### src/rtl/hex7seg_pkg.sv
// hex7seg_pkg: pin map, segment table and blank pattern for hex_to_7_seg
package hex7seg_pkg;
  localparam int unsigned IO_LATCH    = 0;
  localparam int unsigned IO_BLANK    = 1;
  localparam int unsigned IO_DATA_LSB = 2;
  localparam int unsigned IO_DATA_MSB = 5;
  localparam int unsigned IO_DP_IN    = 6;
  localparam int unsigned IO_RSVD     = 7;
  localparam int unsigned IO_SEG_MSB  = 6;
  localparam int unsigned IO_DP_OUT   = 7;
  localparam logic [7:0] BLANK_PATTERN = 8'h00;
  // entry n occupies bits [7n+6:7n], segments g..a
  localparam logic [111:0] SEG_ROM = {
    7'h71, 7'h79, 7'h5E, 7'h39, 7'h7C, 7'h77, 7'h6F, 7'h7F,
    7'h07, 7'h7D, 7'h6D, 7'h66, 7'h4F, 7'h5B, 7'h06, 7'h3F
  };
  function automatic logic [6:0] hex_to_seg(input logic [3:0] d);
    return SEG_ROM[7*d +: 7];
  endfunction
endpackage

### src/rtl/hex7seg_sync2.sv
// hex7seg_sync2: two-flop synchronizer with async active-low reset
module hex7seg_sync2 (
  input  logic clk,
  input  logic rst_n,
  input  logic d,
  output logic q
);
  logic meta;
  always_ff @(posedge clk or negedge rst_n)
    if (!rst_n) {q, meta} <= 2'b00;
    else {q, meta} <= {meta, d};
endmodule

### src/rtl/hex_to_7_seg.sv
// hex_to_7_seg: latched hex-to-seven-segment driver; HEX7SEG_ACTIVE_LOW_EN inverts io_out
module hex_to_7_seg
  import hex7seg_pkg::*;
(
  input  logic       clk,
  input  logic       rst_n,
  input  logic [7:0] io_in,
  output logic [7:0] io_out
);
`ifdef HEX7SEG_ACTIVE_LOW_EN
  localparam logic [7:0] OUT_MASK = 8'hFF;
`else
  localparam logic [7:0] OUT_MASK = 8'h00;
`endif
  logic latch_s, blank_s, latch_q, rise, valid, dp;
  logic [3:0] digit;
  logic [7:0] disp;
  logic unused_rsvd;
  assign unused_rsvd = io_in[IO_RSVD];
  hex7seg_sync2 u_latch_sync (.clk(clk), .rst_n(rst_n), .d(io_in[IO_LATCH]), .q(latch_s));
  hex7seg_sync2 u_blank_sync (.clk(clk), .rst_n(rst_n), .d(io_in[IO_BLANK]), .q(blank_s));
  assign rise = latch_s & ~latch_q;
  // data and decimal_in are sampled raw; the host holds them stable across the sync delay
  always_ff @(posedge clk or negedge rst_n)
    if (!rst_n) begin
      latch_q <= 1'b0;
      valid   <= 1'b0;
      dp      <= 1'b0;
      digit   <= 4'h0;
    end else begin
      latch_q <= latch_s;
      if (rise) begin
        valid <= 1'b1;
        dp    <= io_in[IO_DP_IN];
        digit <= io_in[IO_DATA_MSB:IO_DATA_LSB];
      end
    end
  assign disp = (blank_s || !valid) ? BLANK_PATTERN : {dp, hex_to_seg(digit)};
  always_ff @(posedge clk or negedge rst_n)
    if (!rst_n) io_out <= BLANK_PATTERN ^ OUT_MASK;
    else io_out <= disp ^ OUT_MASK;
endmodule

### config.mk
export PLATFORM = sky130hd
export DESIGN_NAME = hex_to_7_seg
export DESIGN_NICKNAME = d
export VERILOG_FILES = /design/src/rtl/hex7seg_pkg.sv /design/src/rtl/hex7seg_sync2.sv /design/src/rtl/hex_to_7_seg.sv
export SDC_FILE = /design/constraint.sdc
export NUM_CORES = 1
export LEC_CHECK = 0
export BUFFER_PORTS_ARGS = -buffer_cell sky130_fd_sc_hd__buf_2
export CAP_MARGIN = 0
export CORE_MARGIN = 2
export CORE_UTILIZATION = 49
export CTS_BUF_LIST = sky130_fd_sc_hd__clkbuf_2
export DETAILED_ROUTE_END_ITERATION = 12
export PLACE_DENSITY = 0.85
export SLEW_MARGIN = 10
export SYNTH_ARGS = -nofsm -noshare
export SYNTH_HDL_FRONTEND = slang
export SYNTH_SLANG_ARGS = --single-unit
### constraint.sdc
create_clock -name clk -period 1.35 [get_ports clk]
set_input_delay 0.135 -clock clk [delete_from_list [all_inputs] [get_ports clk]]
set_output_delay 0.135 -clock clk [all_outputs]
set_load 0.02 [all_outputs]
==> results.yml <==
drt:
  drt_iter0_markers: 9
  wl_per_cell_um: 12.7
  vias_per_cell: 5.22
  wirelength_um: 1440
  vias: 595
  drcViolationCount: 0
  drtPass1Iterations: 4
  drtAntennaViolNets: 0
critical_path:
  end_kind: "register"
  worstSetupEndpoint: "io_out[3]"
  worstPathArrival_ns: 1.71
  critical_path_peak_fanout: 4
  critical_path_required_ns: 1.59
  r2r-end: "io_out[3]"
  setup.worst_path.start: "digit[0]"
  r2r-start: "digit[0]"
  rrSetupSlack_ns: -0.12
  worstSetupPathType: "reg -> reg"
  worstSetupStartpointType: "register"
  rr_worst_depth: 5
placed_design:
  placedInstanceArea_sq_um: 946
  io_buffer_count: 16
  place_congestion: 0.714
  dp_hpwl_um: 945
sta:
  setup_tns_ns: -0.150
  drv_slew: 0
  fmax_mhz: 680
  finalWorstSetupSlack_ns: -0.120
  timing_hold_violations_final: 0
  relSlewSlack: 0.733
  rsz0062_at_grt: "true"
  setup_violations: 2
  clock_skew_ns: 0.00156
  fin_crit_sh: 1.09
  period_needed_ns: 1.47
  tightest_slew_ns: 0.400
worst_hold_path:
  hold_path_class: "in -> reg"
  min_delay_path_depth: 3
global_routing:
  grt_overflow_total: 0
  grt_pass1_vias: 581
  grt_pass1_wl_um: 2540
  grt_max_degree: 20
  grt_usage: 0.177
  antenna_found_initial: 0
cts:
  numCtsBuffers: 3
  cts.sinks: 19
  cts_max_level: 1
  path_clk_slew_ns: 0.18
  cts_buffer_depth: 2
  clk_latency_ns: 0.30
  cts_tree: "yes"
  root_buffer: "clkbuf_2"
logic_synthesis:
  ys_types: 22
  synth_cells: 69
  ys.flop_type: "dfrtp_1"
  avgSynthCellArea_sq_um: 12.0
  syn_area_sq_um: 830
  yosys_register_bits: 19
  ys_seq_area_frac: 0.573
  syn_nets: 85
  yosys.area.top_type: "dfrtp_1"
  synth_top_area_frac: 0.573
  yosys_warnings: 0
  synth_top_cells_by_area: "dfrtp_1 57%, ha_1 9.0%, nand2_1 3.2%"
  async_reset_ff_frac: 1.00
  synth-edff-count: 0
finish:
  nets: 115
  layout_common_cells: "19 x dfrtp_1, 16 x buf_2, 10 x buf_4"
  design_area_sq_mm: 0.00105
  layout_commonest_cell: "dfrtp_1"
  area_delta_synth_final_pct: 26.7
  drive_above_1_share: 0.439
  n_antenna_cell: 0
floorplanning:
  core_sq_mm: 0.00154
  start_util: 0.538
  io_pins: 18
  die_w_um: 45.1
  row_count: 14
  die_y_um: 45.1
  dieArea_sq_mm: 0.00204
run_status:
  violations: "setup timing"
  outcome: "finished with violations"
pwr:
  p_leak_nw: 0.524
  power_density_mw_per_mm2: 1220
  peakVddDrop_mv: 0.939
run:
  maxCapViolCount: 0
==> cell usage after synthesis, types with 2 or more instances <==
cell	count
a221oi_1	2
nand2_1	7
buf_2	2
o21ai_0	3
nand2b_1	2
mux2i_1	2
mux2_2	2
nor2_1	7
inv_1	4
ha_1	6
dfrtp_1	19
nor2b_1	3
==> layer usage <==
layer	vias to the layer above	wire, um	share of wire	GRT usage
met2	20	706	0.49	0.289
met5	-	0	0	0
li1	288	-	-	-
met3	2	68	0.047	0.0480
met4	0	6	0.0042	0.0706
met1	285	662	0.46	0.221
==> worst max-delay path, stage by stage, from the launching register on <==
cell	delay, ns
dfrtp_1	0.46
inv_2	0.09
ha_4	0.26
inv_2	0.04
mux4_2	0.45
nor2_1	0.11
==> area by class of cell <==
class	count	area [sq um]
inverters	4	15.0
well taps	16	20.0
flip-flops and latches	19	475
multi-input cells	42	335
fillers	115	490
clock inverters	1	5.00
repair buffers	29	185
clock buffers	3	15.0
==> worst min path at each step <==
| stage | to | start | slack [ns] |
|---|---|---|---|
| 5_1_grt | digit[1] | io_in[3] | 0.009 |
| 6_report | digit[0] | io_in[2] | 0.02 |
| 3_3_place_gp | io_out[7] | rst_n | 0.08 |
| 3_5_place_dp | io_out[7] | rst_n | 0.09 |
| 4_1_cts | digit[0] | io_in[2] | 0.006 |
| 2_1_floorplan | digit[0] | rst_n | -0.16 |
==> report_power, final <==
group / internal, W / switching, W
Sequential: 0.000630 / 0.0000486
Combinational: 0.000183 / 0.000186
Clock: 0.0000672 / 0.000172
Total: 0.000880 / 0.000406
==> flip-flops by register name, indices dropped and copies added, names as in the netlist <==
| signal | count |
|---|---|
| valid | 1 |
| u_latch_sync.q | 1 |
| dp | 1 |
| u_blank_sync.q | 1 |
| u_latch_sync.meta | 1 |
| u_blank_sync.meta | 1 |
| io_out | 8 |
| digit | 4 |
| latch_q | 1 |
==> cells by family after synthesis <==
kind of cell / count (synthesis) / synth area share
AND/OR/NAND/NOR: 21 / 0.115
flip-flops: 19 / 0.573
AO/OA/AOI/OAI: 10 / 0.0905
buffers and inverters: 8 / 0.0528
adder cells (fa/ha/maj): 6 / 0.0905
multiplexers: 5 / 0.0784
==> stage by stage <==
stage	hold WS [ns]	setup WS, ns	total power [W]	utilization	cells
after floorplan	-0.161	-0.0167	0.000891	-	69
after global placement	0.0787	-0.0381	0.000977	0.614	103
after detailed placement	0.0871	-0.102	0.000992	0.614	103
after CTS	0.00569	-0.0737	0.00129	0.682	114
after global routing	0.00881	-0.165	0.00137	0.682	114
final	0.0230	-0.120	0.00129	0.682	114
==> what timing repair did <==
action,in CTS,in global routing
hold endpoints to repair,21,0
endpoints found under the setup margin,2,5
pin swaps,4,5
setup buffers,4,0
resized for setup,5,0
hold buffers,3,0
No activity file was read; power rests on OpenSTA's default activity.
